File: config.mk
export PLATFORM = sky130hd
export DESIGN_NAME = prog_loader
export DESIGN_NICKNAME = d
export VERILOG_FILES = /design/src/rtl/prog_loader.sv
export SDC_FILE = /design/constraint.sdc
export NUM_CORES = 1
export LEC_CHECK = 0
export BUFFER_PORTS_ARGS = -buffer_cell sky130_fd_sc_hd__buf_2
export CORE_MARGIN = 1.5
export CORE_UTILIZATION = 61
export CTS_CLUSTER_SIZE = 24
export DETAILED_ROUTE_END_ITERATION = 16
export PLACE_DENSITY = 0.87
export SETUP_SLACK_MARGIN = 0.1
export SYNTH_ARGS = -nofsm -noshare
export SYNTH_HDL_FRONTEND = slang
export SYNTH_SLANG_ARGS = --single-unit
File: constraint.sdc
create_clock -name clk -period 3.1 [get_ports clk]
set_input_delay 0.465 -clock clk [delete_from_list [all_inputs] [get_ports clk]]
set_output_delay 0.465 -clock clk [all_outputs]
set_load 0.02 [all_outputs]
File: src/rtl/prog_loader.sv
// prog_loader: framed byte-stream program loader placed in front of the CPU core.
// It receives a framed image as SYNC_BYTE, LEN, LEN+1 data bytes, CSUM, and
// writes each data byte into op RAM through the core's load port. The core is
// held in reset until a frame with a good checksum has been loaded.
//
// Ports:
//   clk, rst          system clock, asynchronous active-high reset
//   in_valid/in_data  upstream byte stream; a byte moves when in_valid & in_ready
//   in_ready          high in every state except ERR
//   err_clr           single-cycle pulse that leaves ERR
//   write/writeop/addr  op RAM load port, registered (1-cycle latency)
//   cpu_rst           core reset, released only while a verified image is loaded
//   busy/done/error   frame in progress / image loaded / frame rejected
module prog_loader #(
    parameter logic [7:0]  SYNC_BYTE = 8'hA5,
    parameter int unsigned ADDR_W    = 8
) (
    input  logic              clk,
    input  logic              rst,
    input  logic              in_valid,
    input  logic [7:0]        in_data,
    output logic              in_ready,
    input  logic              err_clr,
    output logic              write,
    output logic [7:0]        writeop,
    output logic [ADDR_W-1:0] addr,
    output logic              cpu_rst,
    output logic              busy,
    output logic              done,
    output logic              error
);

    typedef enum logic [2:0] {StIdle, StLen, StData, StCsum, StDone, StErr} state_t;

    state_t            state_q, state_d;
    logic [7:0]        remaining_q, remaining_d;
    logic [7:0]        sum_q, sum_d;
    logic [ADDR_W-1:0] index_q, index_d;
    logic              write_q, write_d;
    logic [7:0]        writeop_q, writeop_d;
    logic [ADDR_W-1:0] addr_q, addr_d;

    logic       xfer;
    logic [7:0] csum_total;

    assign xfer       = in_valid & in_ready;
    assign csum_total = sum_q + in_data;

    always_ff @(posedge clk or posedge rst) begin
        if (rst) begin
            state_q     <= StIdle;
            remaining_q <= 8'd0;
            sum_q       <= 8'd0;
            index_q     <= '0;
            write_q     <= 1'b0;
            writeop_q   <= 8'd0;
            addr_q      <= '0;
        end else begin
            state_q     <= state_d;
            remaining_q <= remaining_d;
            sum_q       <= sum_d;
            index_q     <= index_d;
            write_q     <= write_d;
            writeop_q   <= writeop_d;
            addr_q      <= addr_d;
        end
    end

    always_comb begin
        state_d     = state_q;
        remaining_d = remaining_q;
        sum_d       = sum_q;
        index_d     = index_q;
        write_d     = 1'b0;
        writeop_d   = writeop_q;
        addr_d      = addr_q;

        unique case (state_q)
            StIdle: begin
                if (xfer && in_data == SYNC_BYTE) state_d = StLen;
            end
            StLen: begin
                if (xfer) begin
                    remaining_d = in_data;
                    sum_d       = 8'd0;
                    index_d     = '0;
                    state_d     = StData;
                end
            end
            StData: begin
                if (xfer) begin
                    write_d   = 1'b1;
                    writeop_d = in_data;
                    addr_d    = index_q;
                    sum_d     = sum_q + in_data;
                    // Wraps to 0 only after the last byte of a 256-byte frame.
                    index_d   = index_q + 1'b1;
                    if (remaining_q == 8'd0) state_d = StCsum;
                    else remaining_d = remaining_q - 8'd1;
                end
            end
            StCsum: begin
                if (xfer) state_d = (csum_total == 8'd0) ? StDone : StErr;
            end
            StDone: begin
                // A new sync byte starts a reload and puts the core back in reset.
                if (xfer && in_data == SYNC_BYTE) state_d = StLen;
            end
            StErr: begin
                if (err_clr) state_d = StIdle;
            end
            default: state_d = StIdle;
        endcase
    end

    // Status outputs decode the registered state, so they change on the same
    // edge that moves the FSM.
    assign in_ready = (state_q != StErr);
    assign busy     = (state_q == StLen) || (state_q == StData) || (state_q == StCsum);
    assign done     = (state_q == StDone);
    assign error    = (state_q == StErr);
    assign cpu_rst  = (state_q != StDone);
    assign write    = write_q;
    assign writeop  = writeop_q;
    assign addr     = addr_q;

endmodule

==> flow_summary.yaml <==
yosys:
  ys_seq_area_share_pct: 47.4
  ys_seq_elements: 44
  ys.flop_type: "dfrtp_1"
  netlist-cell-type-count: 41
  syn_nets: 286
  synthesis.area_um2: 2320
  async_flop_share_pct: 100
  ys_warn_count: 0
  syn_inst: 263
  syn_avg_cell_area_um2: 8.83
  synth_edf_count: 0
die:
  start_util_pct: 63.4
  die_area_um2: 4180
  pin_count: 34
  die_w_um: 64.7
  die_h_um: 64.7
  rows: 22
  core_um2: 3660
timing:
  grt_setup_unrepaired: "no"
  skew_ns: 0.00496
  maxSlewViolCount: 0
  setup_viol: 0
  hold_viol_final: 0
  holdWs_ns: 0.288
  final.setup.tns_ns: 0
  worst_pin_slew_ns: 0.587
  fmax_ghz: 0.456
  fin_crit_sh_pct: 70.7
  fin_crit_ns: 2.19
  slew_headroom_pct: 60.8
placed_design:
  place_inst: 335
  post-dp-hpwl_um: 3420
  place_congestion: 0.867
  portBuffers: 33
  dpl_cell_area_um2: 2510
grt:
  grt.total_usage_pct: 26.4
  grt_max_degree: 45
  grt.busiest_layer: "met2"
  met2_usage_pct: 42.7
  antenna_found_initial: 0
  grt_pass1_vias: 1809
  grt_pass1_wl_um: 8420
  gr-usage-met3_pct: 5.38
  overflow: 0
  grtUsageMet1_pct: 36.8
cts:
  cts_made_buffers: 5
  clk_pin_slew_ns: 0.09
  h-tree-depth: 2
  clk_path_buf_depth: 2
  clock-sinks: 44
  cts-hold-fix-buffers: 0
  cts_root_buffer: "clkbuf_8"
  cts_tree: "built"
  cts_resized: 0
  post_cts_buffers: 0
  clkLatencyLatePin_ns: 0.30
critical_path:
  crit_fanout: 31
  required_ns: 3.32
  r2r-start: "state_q[0]"
  start_kind: "register"
  critPathCaptureType: "register"
  crit_arrival_ns: 2.41
  crit_type: "register to register"
  cp-startpoint: "state_q[0]"
power:
  power_per_cell_area_nw_per_um2: 993
  p_leak_nw: 1.35
  pwr-share-clk_pct: 17.7
  comb_power_share_pct: 45.9
  power.switching_w: 0.00112
  p_seq_share_pct: 36.4
  vdd_drop_max_mv: 0.589
  power.internal_w: 0.00150
  swShare_pct: 42.8
detailed_routing:
  vias: 1970
  drtIter0Drc: 155
  wl_um: 4930
  first_pass_iters: 4
  drt-vias-per-instance: 5.74
  drc: 0
  detail-route-antenna-nets: 0
  wl_per_cell_um: 14.4
cells_and_area:
  mostFrequentLayoutCell: "nand2_1"
  drive_gt1_share_pct: 16.9
  layout.nets: 317
  design_area_um2: 2630
  multi_input_area_um2: 1130
  seqCellArea_um2: 1100
  layout_common_cells: "60 x nand2_1, 44 x dfrtp_1, 33 x o21ai_0, 33 x buf_2, 20 x nor2_1"
  instances_no_fill: 343
  area_growth_syn_to_layout_pct: 13.5
  fillers: 279
  n_antenna_cell: 0
job:
  max-cap-violations: 0
min_path:
  hold_path.class: "primary input to asynchronous set/reset pin"
outcome:
  status: "finished, final reports clean"
## layer usage
layer / share of wire [%] / up-vias
met5: 0 / -
met4: 1.2 / 0
met3: 5.2 / 6
met2: 49 / 53
met1: 45 / 939
li1: - / 972
## state kept, by name, summed over array words and instances (netlist names)
name,cells
write,1
writeop,8
sum_q,8
remaining_q,8
index_q,8
addr,8
state_q,3
## worst paths after layout
| check | to | slack, ns | cells past startpoint |
|---|---|---|---|
| worst max-delay path | index_q[7] | 0.91 | 7 |
| max in group asynchronous | state_q[2] | 2.43 | 3 |
| worst max register to register | index_q[7] | 0.91 | 7 |
| worst min-delay path | addr[4] | 0.29 | 3 |
| worst min register to register | addr[3] | 0.48 | 2 |
| min in group clk | writeop[6] | 0.43 | 3 |
## worst max-delay path: stages, from the launching register on
cell,delay [ns]
dfrtp_1,0.48
nand2b_1,0.21
nor2_1,0.31
nand2_1,0.09
buf_4,0.23
inv_2,0.40
nand4_1,0.19
o21ai_0,0.19
## per-stage QoR
step                      total power (W)  setup WS (ns)  utilization (%)
after detailed placement          0.00215          0.782             68.6
after CTS                         0.00262          0.948             71.9
after global placement            0.00210          0.845             68.6
after floorplan                   0.00186           1.02                -
final                             0.00262          0.907             71.9
after global routing              0.00283          0.762             71.9
## Yosys cell counts (all sizes together), types with 2 or more instances
library cell	number	area share (%)
a21oi	11	2.4
a22o	7	2.6
a22oi	2	0.65
a31oi	4	1.1
and3	3	0.81
and4b	2	0.86
buf	4	1.1
clkbuf	8	1.3
dfrtp	44	47
ha	10	5.4
inv	10	1.6
nand2	61	10
nand2b	5	1.3
nand3	4	1.1
nand4	2	0.54
nor2	20	3.2
nor3	5	1.1
nor4	3	0.81
o21a	2	0.65
o21ai	33	7.1
o21bai	2	0.65
o22ai	2	0.81
xnor2	3	1.1
xor2	4	1.5
## power by group through the flow
| stage | registers, W | logic (W) | clock network [W] |
|---|---|---|---|
| 2_1_floorplan | 0.000982 | 0.000883 | 0 |
| 3_3_place_gp | 0.000950 | 0.00115 | 0 |
| 3_5_place_dp | 0.000958 | 0.00120 | 0 |
| 4_1_cts | 0.000949 | 0.00120 | 0.000465 |
| 5_1_grt | 0.000982 | 0.00136 | 0.000491 |
| 6_report | 0.000953 | 0.00120 | 0.000462 |
## cell families after synthesis
| kind of cell | synth area share, % |
|---|---|
| XOR/XNOR | 2.64 |
| AND/OR/NAND/NOR | 21.1 |
| flip-flops | 47.4 |
| buffers and inverters | 4.04 |
| AO/OA/AOI/OAI | 18.5 |
| adder cells (fa/ha/maj) | 6.25 |
## area by class of cell
type / instances / share of cell area [%]
Tap cell: 48 / 2.28
Clock buffer: 6 / 3.14
Clock inverter: 2 / 1.47
Inverter: 10 / 1.43
Timing Repair Buffer: 36 / 7.13
Multi-Input combinational cell: 197 / 42.8
Sequential cell: 44 / 41.8
Note: power is estimated with default switching activity, not from simulation.
